`config.mk`:
```
export PLATFORM = sky130hd
export DESIGN_NAME = block_drop_controller_flat
export DESIGN_NICKNAME = d
export VERILOG_FILES = /design/src/rtl/block_drop_controller_if.sv /design/src/rtl/block_drop_controller.sv /design/src/flat_wrapper.sv
export SDC_FILE = /design/constraint.sdc
export NUM_CORES = 1
export LEC_CHECK = 0
export BUFFER_PORTS_ARGS = -buffer_cell sky130_fd_sc_hd__buf_4
export CAP_MARGIN = 15
export CORE_ASPECT_RATIO = 1.4
export CORE_MARGIN = 1
export CORE_UTILIZATION = 30
export DETAILED_ROUTE_END_ITERATION = 10
export PLACE_DENSITY = 0.51
export SYNTH_ARGS = -nofsm -noshare
export SYNTH_HDL_FRONTEND = slang
export SYNTH_SLANG_ARGS = --single-unit
```
`constraint.sdc`:
```
create_clock -name clk -period 1.68 [get_ports clk]
set_input_delay 0.252 -clock clk [delete_from_list [all_inputs] [get_ports clk]]
set_output_delay 0.252 -clock clk [all_outputs]
set_load 0.03 [all_outputs]
```
`src/rtl/block_drop_controller_if.sv`:
```
// Control bundle between the stacking-game sequencer and its datapath/buttons.
// The sequencer is the slave side; whatever drives buttons and datapath flags is the master.
interface block_drop_controller_if;
   logic       start;
   logic       drop;
   logic       tick;
   logic       o;
   logic       c;
   logic       enable;
   logic       ld_x;
   logic       ld_y;
   logic       ld_d;
   logic       save_x;
   logic       inc_score;
   logic       dec_chances;
   logic       new_direction;
   logic [7:0] new_x_position;
   logic [6:0] new_y_position;
   logic       game_over;
   logic       won;
   logic [3:0] state;

   modport master (
      output start, drop, tick, o, c,
      input  enable, ld_x, ld_y, ld_d, save_x, inc_score, dec_chances,
      input  new_direction, new_x_position, new_y_position, game_over, won, state
   );

   modport slave (
      input  start, drop, tick, o, c,
      output enable, ld_x, ld_y, ld_d, save_x, inc_score, dec_chances,
      output new_direction, new_x_position, new_y_position, game_over, won, state
   );
endinterface

```
`src/rtl/block_drop_controller.sv`:
```
// Stacking-game sequencer: spawn, move, settle, judge per block; strobes are registered off the next state.
// Only enable is combinational (follows tick in MOVE); button edges not consumed by the current state are dropped.
module block_drop_controller #(
   parameter logic [7:0] SPAWN_X = 8'd0,
   parameter logic [6:0] START_Y = 7'd112,
   parameter logic [6:0] BLOCK_H = 7'd4,
   parameter logic [6:0] TOP_Y   = 7'd8
) (
   input  logic                  clk,
   input  logic                  reset,
   block_drop_controller_if.slave bus
);
   typedef enum logic [3:0] {
      IDLE   = 4'd0,
      SPAWN  = 4'd1,
      MOVE   = 4'd2,
      SETTLE = 4'd3,
      JUDGE  = 4'd4,
      HIT    = 4'd5,
      MISS   = 4'd6,
      RECHK  = 4'd7,
      OVER   = 4'd8
   } state_t;

   state_t     cur;
   state_t     nxt;
   logic       start_q;
   logic       drop_q;
   logic       first_blk;
   logic       dir;
   logic       won_r;
   logic       ld_r;
   logic       save_r;
   logic       dec_r;
   logic       over_r;
   logic [6:0] y;
   logic [6:0] y_after_hit;
   logic       start_edge;
   logic       drop_edge;
   logic       top_reached;

   assign start_edge  = bus.start & ~start_q;
   assign drop_edge   = bus.drop & ~drop_q;
   assign y_after_hit = y - BLOCK_H;
   // A stack that would wrap below row 0 counts as reaching the top as well.
   assign top_reached = (y < BLOCK_H) || (y_after_hit < TOP_Y);

   always_comb begin
      nxt = IDLE;
      case (cur)
         IDLE:    nxt = start_edge ? SPAWN : IDLE;
         SPAWN:   nxt = MOVE;
         MOVE:    nxt = drop_edge ? SETTLE : MOVE;
         SETTLE:  nxt = JUDGE;
         JUDGE:   nxt = (first_blk || bus.o) ? HIT : MISS;
         HIT:     nxt = top_reached ? OVER : SPAWN;
         MISS:    nxt = RECHK;
         RECHK:   nxt = bus.c ? SPAWN : OVER;
         OVER:    nxt = OVER;
         default: nxt = IDLE;
      endcase
   end

   always_ff @(posedge clk) begin
      start_q <= bus.start;
      drop_q  <= bus.drop;
      if (reset) begin
         cur       <= IDLE;
         y         <= START_Y;
         dir       <= 1'b0;
         first_blk <= 1'b1;
         won_r     <= 1'b0;
         ld_r      <= 1'b0;
         save_r    <= 1'b0;
         dec_r     <= 1'b0;
         over_r    <= 1'b0;
      end else begin
         cur    <= nxt;
         ld_r   <= (nxt == SPAWN);
         save_r <= (nxt == HIT);
         dec_r  <= (nxt == MISS);
         over_r <= (nxt == OVER);
         if (cur == SPAWN) begin
            dir <= ~dir;
         end
         // won only matters once OVER is reached; a miss path never sets it.
         if (cur == HIT) begin
            y         <= y_after_hit;
            first_blk <= 1'b0;
            won_r     <= top_reached;
         end
      end
   end

   assign bus.enable         = (cur == MOVE) && bus.tick && !drop_edge;
   assign bus.ld_x           = ld_r;
   assign bus.ld_y           = ld_r;
   assign bus.ld_d           = ld_r;
   assign bus.save_x         = save_r;
   assign bus.inc_score      = save_r;
   assign bus.dec_chances    = dec_r;
   assign bus.new_direction  = dir;
   assign bus.new_x_position = SPAWN_X;
   assign bus.new_y_position = y;
   assign bus.game_over      = over_r;
   assign bus.won            = won_r;
   assign bus.state          = cur;
endmodule
```
`src/flat_wrapper.sv`:
```
// flat-port wrapper written by rule: the top's interface ports become plain ports
module block_drop_controller_flat 
#(
   parameter logic [7:0] SPAWN_X = 8'd0,
   parameter logic [6:0] START_Y = 7'd112,
   parameter logic [6:0] BLOCK_H = 7'd4,
   parameter logic [6:0] TOP_Y   = 7'd8
)
  (clk, reset, bus_start, bus_drop, bus_tick, bus_o, bus_c, bus_enable, bus_ld_x, bus_ld_y, bus_ld_d, bus_save_x, bus_inc_score, bus_dec_chances, bus_new_direction, bus_new_x_position, bus_new_y_position, bus_game_over, bus_won, bus_state);
  block_drop_controller_if bus_i ();
  input  logic clk;
  input  logic reset;
  input wire logic [$bits(bus_i.start)-1:0] bus_start;
  input wire logic [$bits(bus_i.drop)-1:0] bus_drop;
  input wire logic [$bits(bus_i.tick)-1:0] bus_tick;
  input wire logic [$bits(bus_i.o)-1:0] bus_o;
  input wire logic [$bits(bus_i.c)-1:0] bus_c;
  output wire logic [$bits(bus_i.enable)-1:0] bus_enable;
  output wire logic [$bits(bus_i.ld_x)-1:0] bus_ld_x;
  output wire logic [$bits(bus_i.ld_y)-1:0] bus_ld_y;
  output wire logic [$bits(bus_i.ld_d)-1:0] bus_ld_d;
  output wire logic [$bits(bus_i.save_x)-1:0] bus_save_x;
  output wire logic [$bits(bus_i.inc_score)-1:0] bus_inc_score;
  output wire logic [$bits(bus_i.dec_chances)-1:0] bus_dec_chances;
  output wire logic [$bits(bus_i.new_direction)-1:0] bus_new_direction;
  output wire logic [$bits(bus_i.new_x_position)-1:0] bus_new_x_position;
  output wire logic [$bits(bus_i.new_y_position)-1:0] bus_new_y_position;
  output wire logic [$bits(bus_i.game_over)-1:0] bus_game_over;
  output wire logic [$bits(bus_i.won)-1:0] bus_won;
  output wire logic [$bits(bus_i.state)-1:0] bus_state;
  assign bus_i.start = bus_start;
  assign bus_i.drop = bus_drop;
  assign bus_i.tick = bus_tick;
  assign bus_i.o = bus_o;
  assign bus_i.c = bus_c;
  assign bus_enable = bus_i.enable;
  assign bus_ld_x = bus_i.ld_x;
  assign bus_ld_y = bus_i.ld_y;
  assign bus_ld_d = bus_i.ld_d;
  assign bus_save_x = bus_i.save_x;
  assign bus_inc_score = bus_i.inc_score;
  assign bus_dec_chances = bus_i.dec_chances;
  assign bus_new_direction = bus_i.new_direction;
  assign bus_new_x_position = bus_i.new_x_position;
  assign bus_new_y_position = bus_i.new_y_position;
  assign bus_game_over = bus_i.game_over;
  assign bus_won = bus_i.won;
  assign bus_state = bus_i.state;
  block_drop_controller #(.SPAWN_X(SPAWN_X), .START_Y(START_Y), .BLOCK_H(BLOCK_H), .TOP_Y(TOP_Y)) u_core (.clk(clk), .reset(reset), .bus(bus_i));
endmodule
```
==> impl_metrics.env, run 1 <==
export IMPL_status="finished clean"
export IMPL_critPathBufInv=1
export IMPL_drt_met1_wl_um=789
export IMPL_cts_buffers=3
export IMPL_grt_pass1_vias=724
export IMPL_row_count=24
export IMPL_synth_edf_count=0
export IMPL_insertion_delay_ns=0.26
export IMPL_critPathTopFamily="compound AO/OA/AOI/OAI gates"
export IMPL_slowest_stage="dfxtp_1"
export IMPL_route_met3_wl_um=63
export IMPL_cts_clk_slew_worst_paths_ns=0.07
export IMPL_grt_max_degree=15
export IMPL_htreeDepth=1
export IMPL_synth_cells=100
export IMPL_cts_setup_buffers=0
export IMPL_cts_root_buffer="clkbuf_8"
export IMPL_slew_viol_final=0
export IMPL_post_route_util_pct=38.51
export IMPL_antenna_diode_count=0
export IMPL_grt_use_total_pct=12.15
export IMPL_async_flop_share_pct=0
export IMPL_worstSetupStartpointType="register"
export IMPL_maxCapViolCount=0
export IMPL_avgSynthCellArea_um2=9.634
export IMPL_synthToLayoutAreaGrowth_pct=23.64
export IMPL_post_route_cell_area_um2=1191
export IMPL_hold_viol_final=0
export IMPL_synth_cell_types=39
export IMPL_whs_path_depth=1
export IMPL_ir_drop_mv=0.3352
export IMPL_worstHoldPathType="in -> reg"
export IMPL_wirelength_um=1906
export IMPL_final_cell_mix="buf_4 (30), dfxtp_1 (15), conb_1 (10)"
export IMPL_worstPathArrival_ns=1.80
export IMPL_gp_congestion=0.7970
export IMPL_r2r_start="u_core.bus.state[0]"
export IMPL_crit_chain="buf_4 -> o31ai_1 -> a222oi_1 -> o21a_1 -> and3_1"
export IMPL_finalClockSkew_ns=0.002949
export IMPL_overflow=0
export IMPL_crit_path_end_kind="register"
export IMPL_viasPerCell=4.500
export IMPL_remaining_drc_errors=0
export IMPL_hp_start="bus_drop"
export IMPL_fillCellCount=331
export IMPL_layout_drive_gt1_share_pct=38.40
export IMPL_io_pin_count=36
export IMPL_wire_per_inst_um=11.62
export IMPL_fmax_ghz=0.6260
export IMPL_hpwlAfterDp_um=1459
export IMPL_cp_max_fo=8
export IMPL_rsz0062_at_grt="no"
export IMPL_die_h_um=69.05
export IMPL_synthesis_area_um2=963.4
export IMPL_reg2reg_to="u_core.bus.dec_chances"
export IMPL_first_iter_violations=14
export IMPL_top_layer_used="met4"
export IMPL_largest_reg_flops=5
export IMPL_synth_seq_cells=18
export IMPL_initial_core_util_pct=31.15
export IMPL_place_area_um2=1122
export IMPL_final_cell_count_no_fill=164
export IMPL_setup_violations=0
export IMPL_max_stage_delay_ns=0.54
export IMPL_r2r_slack_ns=0.08
export IMPL_nets=134
export IMPL_portBuffers=25
export IMPL_cts_sinks=18
export IMPL_worstSetupPathType="reg -> reg"
export IMPL_ant_nets=0
export IMPL_dp_cells=160
export IMPL_layout_commonest_cell="buf_4"
export IMPL_leakage_nw=0.5401
export IMPL_cts_max_path_buffers=2
export IMPL_tns_ns=0
export IMPL_cts_tree="yes"
export IMPL_dieArea_um2=3445
export IMPL_dieWidth_um=49.90
export IMPL_ys_seq_area_share_pct=37.40
export IMPL_core_um2=3093
export IMPL_wl_met2_um=999
export IMPL_required_ns=1.88
export IMPL_yosysWarningCount=0
export IMPL_period_minus_slack_ns=1.598
export IMPL_grt_antenna_before_repair=0
export IMPL_fin_crit_sh_pct=95.09
export IMPL_dr_pass1_iters=4
export IMPL_power_density_nw_per_um2=786.2
export IMPL_vias=738
export IMPL_grt_pass1_wl_um=3187
export IMPL_r2r_worst_path_cells=5
export IMPL_synth_ff_type="dfxtp_1"
export IMPL_min_to="u_core.drop_q"
==> report_power, final <==
group	internal, mW	total, mW	leakage (nW)	switching, mW
sequential	0.436	0.450	0.148	0.0144
clock	0.208	0.352	0.0288	0.144
combinational	0.0471	0.134	0.363	0.0867
==> per-stage QoR <==
step           hold WS [ns]  setup WS (ns)  total power [mW]
6_report             0.1053        0.08247            0.9365
5_1_grt             0.09311       0.001089            0.9815
4_1_cts             0.09919        0.02607            0.9530
3_5_place_dp         0.3674        0.04488            0.5933
3_3_place_gp         0.3629         0.1534            0.5924
2_1_floorplan        0.2797        0.05267            0.5788
==> how the worst max path moves through the flow <==
stage	depth (start not counted)	start	slack, ns	endpoint
floorplan	6	u_core.bus.state[2]	0.05	u_core.bus.new_y_position[6]
global placement	7	u_core.bus.new_y_position[3]	0.15	u_core.bus.ld_d
detailed placement	7	u_core.bus.new_y_position[3]	0.04	u_core.bus.ld_d
CTS	7	u_core.bus.new_y_position[3]	0.03	u_core.bus.ld_d
global route	7	u_core.bus.new_y_position[3]	0.001	u_core.bus.ld_d
finish	5	u_core.bus.state[0]	0.08	u_core.bus.dec_chances
==> cell type report <==
type                       instances  area [um^2]  share of cell area, %
multi-input combinational         68        476.7                  40.02
inverter                           5        18.77                  1.576
sequential                        18        366.6                  30.78
timing repair buffer              30        225.2                  18.91
clock buffer                       4        55.05                  4.622
tap                               39        48.80                  4.097
==> repair_timing <==
| item | 4_1_cts | 5_1_grt |
|---|---|---|
| endpoints found under the hold margin | 0 | 0 |
| hold buffers | 0 | 0 |
| setup endpoints to repair | 1 | 3 |
| resized for setup | 1 | 3 |
==> kinds of logic (layout without fill, tap and decap cells) <==
group           after synthesis  in the layout  share of synthesized area [%]
flops                        18             18                          37.40
buf+inv                      23             39                          17.66
xor+xnor                      5              5                          4.545
fa+ha+maj                     1              1                          1.298
mux                           1              1                          1.169
other cells                   1             10                         0.3892
compound gates               17             17                          12.73
simple gates                 34             34                          24.80
==> synthesized netlist by cell type, types with 2 or more instances <==
cell	count	area (um^2)
dfxtp_1	18	360.4
buf_4	13	97.59
nor2_1	7	26.28
inv_1	5	18.77
nor2b_1	5	31.28
xnor2_1	5	43.79
nor4_1	4	25.02
a211oi_1	3	22.52
a21oi_1	3	15.01
nand3_1	3	15.01
and3_1	2	12.51
buf_6	2	22.52
nand2b_1	2	12.51
nor3_2	2	20.02
o21a_1	2	15.01
==> metal layers <==
metal | global-route usage [%] | vias to the layer above
li1 | - | 374
met1 | 13.59 | 337
met2 | 20.27 | 22
met3 | 1.987 | 5
met4 | 8.571 | 0
met5 | 0 | -
No activity file was read; power rests on OpenSTA's default activity.
==> run 2: changes to the inputs <==
--- a/config.mk
+++ b/config.mk
@@ -5,13 +5,14 @@
 export SDC_FILE = /design/constraint.sdc
 export NUM_CORES = 1
 export LEC_CHECK = 0
-export BUFFER_PORTS_ARGS = -buffer_cell sky130_fd_sc_hd__buf_4
 export CAP_MARGIN = 15
 export CORE_ASPECT_RATIO = 1.4
 export CORE_MARGIN = 1
 export CORE_UTILIZATION = 30
+export CTS_BUF_LIST = sky130_fd_sc_hd__clkbuf_2
 export DETAILED_ROUTE_END_ITERATION = 10
-export PLACE_DENSITY = 0.51
+export DONT_BUFFER_PORTS = 1
+export PLACE_DENSITY_LB_ADDON = 0.08
 export SYNTH_ARGS = -nofsm -noshare
 export SYNTH_HDL_FRONTEND = slang
 export SYNTH_SLANG_ARGS = --single-unit
==> impl_metrics.env, run 2 (same netlist as run 1, synthesis figures left out) <==
export IMPL_status="finished clean"
export IMPL_crit_path_end_kind="output port"
export IMPL_grt_pass1_wl_um=3243
export IMPL_dieArea_um2=3445
export IMPL_ant_nets=0
export IMPL_period_minus_slack_ns=1.594
export IMPL_cp_max_fo=10
export IMPL_hpwlAfterDp_um=1491
export IMPL_hold_viol_final=0
export IMPL_route_met3_wl_um=90
export IMPL_ir_drop_mv=0.2549
export IMPL_power_density_nw_per_um2=709.3
export IMPL_grt_antenna_before_repair=0
export IMPL_maxCapViolCount=0
export IMPL_wirelength_um=2066
export IMPL_viasPerCell=4.517
export IMPL_antenna_diode_count=0
export IMPL_initial_core_util_pct=31.15
export IMPL_core_um2=3093
export IMPL_cts_sinks=18
export IMPL_overflow=0
export IMPL_largest_reg_flops=5
export IMPL_cts_tree="yes"
export IMPL_rsz0062_at_grt="yes"
export IMPL_p_total_uw=759.6
export IMPL_switchingPower_uw=232.3
export IMPL_drt_met1_wl_um=849
export IMPL_slew_headroom_pct=62.51
export IMPL_top_layer_used="met4"
export IMPL_insertion_delay_ns=0.30
export IMPL_row_count=24
export IMPL_nets=121
export IMPL_slew_viol_final=0
export IMPL_cts_root_buffer="clkbuf_2"
export IMPL_worstSetupPathType="reg -> out"
export IMPL_io_pin_count=36
export IMPL_dr_pass1_iters=4
export IMPL_cts_clk_slew_worst_paths_ns=0.17
export IMPL_worstHoldPathType="in -> reg"
export IMPL_worstPathArrival_ns=1.34
export IMPL_finalClockSkew_ns=0.005995
export IMPL_setup_violations=0
export IMPL_grt_pass1_vias=698
export IMPL_p_comb_share_pct=15.8
export IMPL_cts_setup_buffers=0
export IMPL_cts_buffers=3
export IMPL_wl_met2_um=1075
export IMPL_vias=682
export IMPL_grt_max_degree=11
export IMPL_required_ns=1.43
export IMPL_portBuffers=0
export IMPL_gp_congestion=0.7769
export IMPL_die_h_um=69.05
export IMPL_remaining_drc_errors=0
export IMPL_leakage_nw=0.4545
export IMPL_dieWidth_um=49.90
export IMPL_synthToLayoutAreaGrowth_pct=11.17
export IMPL_wire_per_inst_um=13.68
export IMPL_layout_drive_gt1_share_pct=28.57
export IMPL_cts_max_path_buffers=2
export IMPL_worst_pin_slew_ns=0.5616
export IMPL_fmax_ghz=0.6274
export IMPL_grt_use_total_pct=12.49
export IMPL_layout_commonest_cell="dfxtp_1"
export IMPL_final_cell_mix="dfxtp_1 (14), buf_4 (13), conb_1 (10)"
export IMPL_first_iter_violations=17
export IMPL_clkPwrFrac_pct=24.3
export IMPL_fillCellCount=337
export IMPL_htreeDepth=1
export IMPL_p_sw_share_pct=30.57
export IMPL_seqPwrFrac_pct=59.9
export IMPL_p_int_uw=527.4
export IMPL_tns_ns=0
export IMPL_worstSetupStartpointType="register"
export IMPL_fin_crit_sh_pct=94.87
-- run 2: changes by cell type in the layout (fill, tap and decap cells not counted), sizes merged --
cell,change
buf,-17
dlygate4sd3,+4
clkinv,+1
clkbuf,-1
-- run 2: final timing paths --
| check | from | end | slack, ns | depth (start not counted) |
|---|---|---|---|---|
| worst max-delay path | u_core.bus.state[1] | bus_enable | 0.09 | 2 |
| worst min-delay path | reset | u_core.bus.new_y_position[4] | 0.05 | 1 |
| worst max register to register | u_core.bus.new_y_position[2] | u_core.bus.ld_d | 0.12 | 7 |
| worst min register to register | u_core.first_blk | u_core.first_blk | 0.50 | 1 |
-- run 2: per-stage QoR --
step,std cells,setup WS (ns),instance area [um^2],utilization [%],hold WS [ns]
global placement,143,0.1390,994.7,32.16,0.2798
floorplan,109,0.05267,999.7,-,0.2797
detailed placement,143,0.09111,994.7,32.16,0.2798
finish,151,0.08617,1071,34.63,0.04552
global route,151,-0.003539,1071,34.63,0.005857
CTS,150,0.05486,1045,33.78,0.009604
-- run 2: worst max-delay path, cell delays in order, from the launching register on --
cell and delay (ns):
dfxtp_2 0.47, nor2b_1 0.20, and4bb_2 0.37
-- run 2: what timing repair did --
item | 4_1_cts | 5_1_grt
hold buffers | 3 | 1
gates resized for setup | 1 | 4
endpoints found under the hold margin | 12 | 2
setup endpoints to repair | 1 | 3
-- run 2: final cells by class --
cell class	instances	area (um^2)	share of cell area, %
multi-input combinational	68	481.7	44.98
sequential	18	365.4	34.11
timing repair buffer	17	137.6	12.85
tap	39	48.80	4.556
inverter	5	18.77	1.752
clock buffer	3	15.01	1.402
clock inverter	1	3.754	0.3505
-- run 2: power by group through the flow --
stage                     sequential (mW)  clock (mW)  combinational [mW]
after floorplan                     0.469           0               0.110
after global placement              0.464           0               0.104
after detailed placement            0.464           0               0.105
after CTS                           0.455       0.200               0.115
after global routing                0.458       0.222               0.128
final                               0.455       0.184               0.120
-- run 2: routing by layer --
layer,global-route usage (%),vias up
li1,-,344
met1,13.40,315
met2,21.17,18
met3,2.649,5
met4,8.571,0
met5,0,-
